--- config.mk ---
export PLATFORM = sky130hd
export DESIGN_NAME = halflife_meter
export DESIGN_NICKNAME = d
export VERILOG_FILES = /design/src/rtl/halflife_meter.sv
export SDC_FILE = /design/constraint.sdc
export NUM_CORES = 1
export LEC_CHECK = 0
export ABC_CLOCK_PERIOD_IN_PS = 3600
export BUFFER_PORTS_ARGS = -buffer_cell sky130_fd_sc_hd__buf_2
export CORE_UTILIZATION = 30
export CTS_CLUSTER_SIZE = 16
export DETAILED_ROUTE_END_ITERATION = 10
export GPL_TIMING_DRIVEN = 1
export SYNTH_ARGS = -nofsm -noshare
export SYNTH_HDL_FRONTEND = slang
export SYNTH_SLANG_ARGS = --single-unit
--- constraint.sdc ---
create_clock -name clk -period 3.6 [get_ports clk]
set_input_delay 0.36 -clock clk [delete_from_list [all_inputs] [get_ports clk]]
set_output_delay 0.36 -clock clk [all_outputs]
set_load 0.02 [all_outputs]
--- src/rtl/halflife_meter.sv ---
// Half-life meter: captures a reference sample on start and counts
// enabled ticks until the sample decays to half the reference.
module halflife_meter #(
  parameter int WIDTH = 4,
  parameter int CNT_W = 16
) (
  input  logic             clk,
  input  logic             rst,
  input  logic             start,
  input  logic [WIDTH-1:0] sample,
  input  logic             sample_en,
  output logic             busy,
  output logic             done,
  output logic [CNT_W-1:0] result,
  output logic [1:0]       status
);

  typedef enum logic {
    IDLE = 1'b0,
    MEAS = 1'b1
  } state_t;

  localparam logic [1:0] ST_OK   = 2'b00;
  localparam logic [1:0] ST_ZERO = 2'b01;
  localparam logic [1:0] ST_OVF  = 2'b10;
  localparam logic [1:0] ST_RISE = 2'b11;

  localparam logic [CNT_W-1:0] CNT_MAX = '1;

  state_t           state, state_d;
  logic [WIDTH-1:0] ref_q, ref_d;
  logic [CNT_W-1:0] count_q, count_d;
  logic [CNT_W-1:0] result_d;
  logic [1:0]       status_d;
  logic             done_d;
  logic [CNT_W-1:0] n;
  logic [WIDTH-1:0] target;

  assign n      = count_q + 1'b1;
  assign target = ref_q >> 1;
  assign busy   = (state == MEAS);

  always_ff @(posedge clk or posedge rst) begin
    if (rst) begin
      state   <= IDLE;
      ref_q   <= '0;
      count_q <= '0;
      done    <= 1'b0;
      result  <= '0;
      status  <= ST_OK;
    end else begin
      state   <= state_d;
      ref_q   <= ref_d;
      count_q <= count_d;
      done    <= done_d;
      result  <= result_d;
      status  <= status_d;
    end
  end

  always_comb begin
    state_d  = state;
    ref_d    = ref_q;
    count_d  = count_q;
    done_d   = 1'b0;
    result_d = result;
    status_d = status;
    unique case (state)
      IDLE: begin
        if (start) begin
          if (sample == '0) begin
            result_d = '0;
            status_d = ST_ZERO;
            done_d   = 1'b1;
          end else begin
            ref_d   = sample;
            count_d = '0;
            state_d = MEAS;
          end
        end
      end
      MEAS: begin
        // Halfway wins over rise, rise over overflow.
        if (sample_en) begin
          if (sample <= target) begin
            result_d = n;
            status_d = ST_OK;
            done_d   = 1'b1;
            state_d  = IDLE;
          end else if (sample > ref_q) begin
            result_d = n;
            status_d = ST_RISE;
            done_d   = 1'b1;
            state_d  = IDLE;
          end else if (n == CNT_MAX) begin
            result_d = CNT_MAX;
            status_d = ST_OVF;
            done_d   = 1'b1;
            state_d  = IDLE;
          end else begin
            count_d = n;
          end
        end
      end
      default: state_d = IDLE;
    endcase
  end

endmodule

==> out/results.md <==
| Item | Value |
|:---|:---|
| Type of the tightest min-delay check | primary input to async pin |
| Finished Cell Area | 2770 um^2 |
| Count of buffers added by post-CTS timing repair for setup | 0 |
| Worst hold slack | 0.208 ns |
| Starting density of the core | 31.3% |
| Dominant combinational cell family by area after synthesis | simple AND/OR/NAND/NOR gates |
| Count of instances resized after the clock tree is built | 0 |
| Total negative slack for setup checks | 0 ns |
| Maximum resistive drop on vdd | 0.476 mV |
| Layer with the highest usage after global routing | met2 |
| Multiplexer share of the synthesized area | 5.15% |
| Most instantiated library cell after synthesis | sky130_fd_sc_hd__dfrtp_1 |
| Post-synthesis register bit count | 40 |
| Die area | 8460 um^2 |
| Clk root buf | sky130_fd_sc_hd__clkbuf_8 |
| WP data arrival | 3.09 ns |
| Depth of the CTS H-tree | 2 |
| Final Instance Count excl. Fillers | 379 |
| Number of flops mapped to enable cells by yosys | 0 |
| Floorplan row count | 32 |
| Fin crit share | 81.5% |
| Vias in the first global route | 1963 |
| Number of nets in the synthesized netlist | 269 |
| Post-Syn Area per Cell | 9.64 um^2 |
| CTS tree | done |
| Finish-stage setup viols | 0 |
| Detailed-route wire length per cell | 15.3 um |
| Met1 routing resource usage after global routing | 20.2% |
| Vias/cell | 5.32 |
| Clock transition at the register clock pins on the worst setup and hold paths after CTS | 0.09 ns |
| Initial drt markers | 165 |
| DRT Wirelength | 5780 um |
| Core Region | 7770 um^2 |
| Transition time of the tightest slew-check pin | 1.17 ns |
| Number of unique standard cell types used by synthesis | 45 |
| Wire length of the first global-routing pass | 10100 um |
| Synth Area in Compound Gates | 19.0% |
| Met3 Usage GRT | 2.40% |
| Post-synth top area cell | sky130_fd_sc_hd__dfrtp_1 |
| Netlist Area Pre-Place | 2430 um^2 |
| Top post-synthesis cells by count | sky130_fd_sc_hd__dfrtp_1, sky130_fd_sc_hd__nand2_1, sky130_fd_sc_hd__inv_1 |
| Top-Level Pins | 28 |
| Final worst path period need | 2.93 ns |
| Post-Place Cell Area | 2650 um^2 |
| Fraction of post-synthesis cell area in the top cell type by area | 41.2% |
| Detailed-placement wirelength estimate | 4170 um |
| Count of mapped cells out of synthesis | 252 |
| Overall routing resource usage | 15.0% |
| GP Congestion | 0.949 |
| Fmax | 0.341 GHz |
| Die extent in y | 92.0 um |
| Proportion of layout cells with a drive suffix above 1 | 21.3% |
| Clock Path Buffers | 2 |
| Outcome | complete, no violations |
| Critical-path maximum fanout | 14 |
| Arithmetic-cell share of the synthesized area counting full adders, half adders and majority gates | 4.64% |
| CTS buffer count | 5 |
| Total clock sinks | 40 |
| Vias | 2017 |
| Post-detailed-route DRC marker count | 0 |
| Final hold violation count | 0 |
| Post-placement cell count | 371 |
| Final max-slew violation count | 0 |
| Synth top area cells | sky130_fd_sc_hd__dfrtp_1, sky130_fd_sc_hd__nand2_1, sky130_fd_sc_hd__ha_1, sky130_fd_sc_hd__mux2i_1, sky130_fd_sc_hd__a2bb2oi_1 |
| Clock latency reported for the late side of the worst-skew pair | 0.30 ns |
| Final Net Count | 293 |
| Highest-delay cell along the critical path | sky130_fd_sc_hd__nand2_1 |
| Category of the worst setup path launch point | register |
| Largest net degree at the start of global routing | 23 |
| Hold Buf Count CTS | 0 |
| Static leakage power | 1.23 nW |
| Basic-gate share of the synthesized area counting and, or, nand and nor cells | 21.7% |
| Count of maximum capacitance violations | 0 |
| Sequential-to-total area share from yosys stat | 41.2% |
| Antenna Violating Nets Remaining | 0 |
| Number of detailed-routing iterations run before antenna repair | 4 |
| Number of antenna violations at the first check in global routing | 0 |
| Relative slew margins | 21.7% |
| Main flop type after synthesis | sky130_fd_sc_hd__dfrtp_1 |
| Power per cell area | 780 nW/um^2 |
| Antenna cells | 0 |
| Unrepaired setup endpoints after global routing | no |
| Critical Path, Cell by Cell | ha_1, a21oi_1, a21oi_1, a211oi_1, nand4bb_4, nand2_1, o221ai_1 |
| Post-synthesis share of cell area spent on xor and xnor gates | 3.25% |
| Area added between synthesis and finish | 14.1% |
| CP max stage delay | 0.57 ns |
| Kind of end point of the critical path | register |
| Yosys warns | 0 |
| Met2 capacity usage during global routing | 24.3% |
| Worst clock skew | 0.00750 ns |
| Synth async-reset ratio | 100% |
| Pwr Total | 2.16 mW |
| Grt total ovfl | 0 |
| Die Span X | 92.0 um |
| Crit Path Class | register to register |
| Required time of the worst setup path | 3.76 ns |
| # port buffers | 27 |
| CP dominant cell by count | sky130_fd_sc_hd__a21oi_1 |
-- layout by cell type (no fill, tap or decap), types with 2 or more instances in the layout --
| cell | synthesis | routed |
|---|---|---|
| sky130_fd_sc_hd__a211oi_1 | 2 | 2 |
| sky130_fd_sc_hd__a21o_1 | 4 | 4 |
| sky130_fd_sc_hd__a21oi_1 | 8 | 8 |
| sky130_fd_sc_hd__a2bb2oi_1 | 9 | 9 |
| sky130_fd_sc_hd__a2bb2oi_2 | 5 | 5 |
| sky130_fd_sc_hd__a31o_2 | 3 | 3 |
| sky130_fd_sc_hd__and2_1 | 2 | 2 |
| sky130_fd_sc_hd__and3_1 | 5 | 5 |
| sky130_fd_sc_hd__buf_2 | 8 | 27 |
| sky130_fd_sc_hd__buf_4 | 0 | 4 |
| sky130_fd_sc_hd__clkbuf_8 | 0 | 6 |
| sky130_fd_sc_hd__dfrtp_1 | 40 | 40 |
| sky130_fd_sc_hd__ha_1 | 9 | 9 |
| sky130_fd_sc_hd__inv_1 | 14 | 14 |
| sky130_fd_sc_hd__mux2_2 | 4 | 4 |
| sky130_fd_sc_hd__mux2i_1 | 8 | 8 |
| sky130_fd_sc_hd__nand2_1 | 33 | 33 |
| sky130_fd_sc_hd__nand2b_1 | 3 | 3 |
| sky130_fd_sc_hd__nand3_1 | 10 | 10 |
| sky130_fd_sc_hd__nand3b_1 | 3 | 3 |
| sky130_fd_sc_hd__nand4_1 | 9 | 9 |
| sky130_fd_sc_hd__nor2_1 | 13 | 13 |
| sky130_fd_sc_hd__nor2b_1 | 4 | 4 |
| sky130_fd_sc_hd__nor3_1 | 4 | 4 |
| sky130_fd_sc_hd__nor4_1 | 4 | 4 |
| sky130_fd_sc_hd__o211ai_1 | 4 | 4 |
| sky130_fd_sc_hd__o21ai_0 | 9 | 9 |
| sky130_fd_sc_hd__o221ai_1 | 3 | 3 |
| sky130_fd_sc_hd__o22a_1 | 2 | 2 |
| sky130_fd_sc_hd__or2_2 | 3 | 3 |
| sky130_fd_sc_hd__xnor2_1 | 7 | 7 |
| sky130_fd_sc_hd__xor2_1 | 2 | 2 |
-- cell type report --
class                           instances  area [um^2]
Clock buffer                            6         82.6
Clock inverter                          2         38.8
Fill cell                             816         5000
Inverter                               14         52.6
Multi-Input combinational cell        184         1300
Sequential cell                        40         1000
Tap cell                              102          128
Timing Repair Buffer                   31          165
-- per-stage QoR --
stage,setup WS [ns],util [%]
6_report,0.665,35.7
2_1_floorplan,1.34,-
3_3_place_gp,0.766,34.1
5_1_grt,0.406,35.7
4_1_cts,0.727,35.7
3_5_place_dp,0.767,34.1
-- worst max-delay path, delay by kind of cell, from the launching register on --
kind	cells	cell delay, ns
compound gates	4	1.10
fa+ha+maj	1	0.34
flops	1	0.44
simple gates	2	0.90
-- state kept, by name, indices dropped and copies added, names as in the netlist --
name	flops
ref_q	4
count_q	16
status	2
busy	1
result	16
done	1
-- metal layers --
| layer | vias up | wire length (um) | part of all wire, % |
|---|---|---|---|
| met1 | 984 | 2650 | 46 |
| met4 | 0 | 103 | 1.8 |
| li1 | 961 | - | - |
| met3 | 8 | 312 | 5.4 |
| met5 | - | 0 | 0 |
| met2 | 64 | 2720 | 47 |
-- final timing paths --
check                                  startpoint                endpoint  slack [ns]  cells after the start
max reg2reg                count_q[0]$_DFFE_PP0P_  count_q[3]$_DFFE_PP0P_        0.67                      7
min reg2reg                  ref_q[0]$_DFFE_PP0P_    ref_q[0]$_DFFE_PP0P_        0.50                      2
max in group asynchronous                     rst  count_q[2]$_DFFE_PP0P_        2.62                      3
min                                           rst   result[0]$_DFFE_PP0P_        0.21                      2
min in group clk                        sample_en          busy$_DFF_PP0_        0.31                      2
max                        count_q[0]$_DFFE_PP0P_  count_q[3]$_DFFE_PP0P_        0.67                      7
-- report_power, final --
group,switching [mW],total [mW],internal (mW)
clock network,0.171,0.397,0.227
logic,0.623,1.04,0.422
registers,0.114,0.721,0.607
total,0.907,2.16,1.26
-- cells by family (layout without fill, tap and decap cells) --
family	Yosys count	after routing
AO/OA/AOI/OAI	56	56
multiplexers	12	12
adder cells (fa/ha/maj)	9	9
buffers and inverters	28	53
AND/OR/NAND/NOR	98	98
flip-flops	40	40
XOR/XNOR	9	9
No activity file was read; power rests on OpenSTA's default activity.
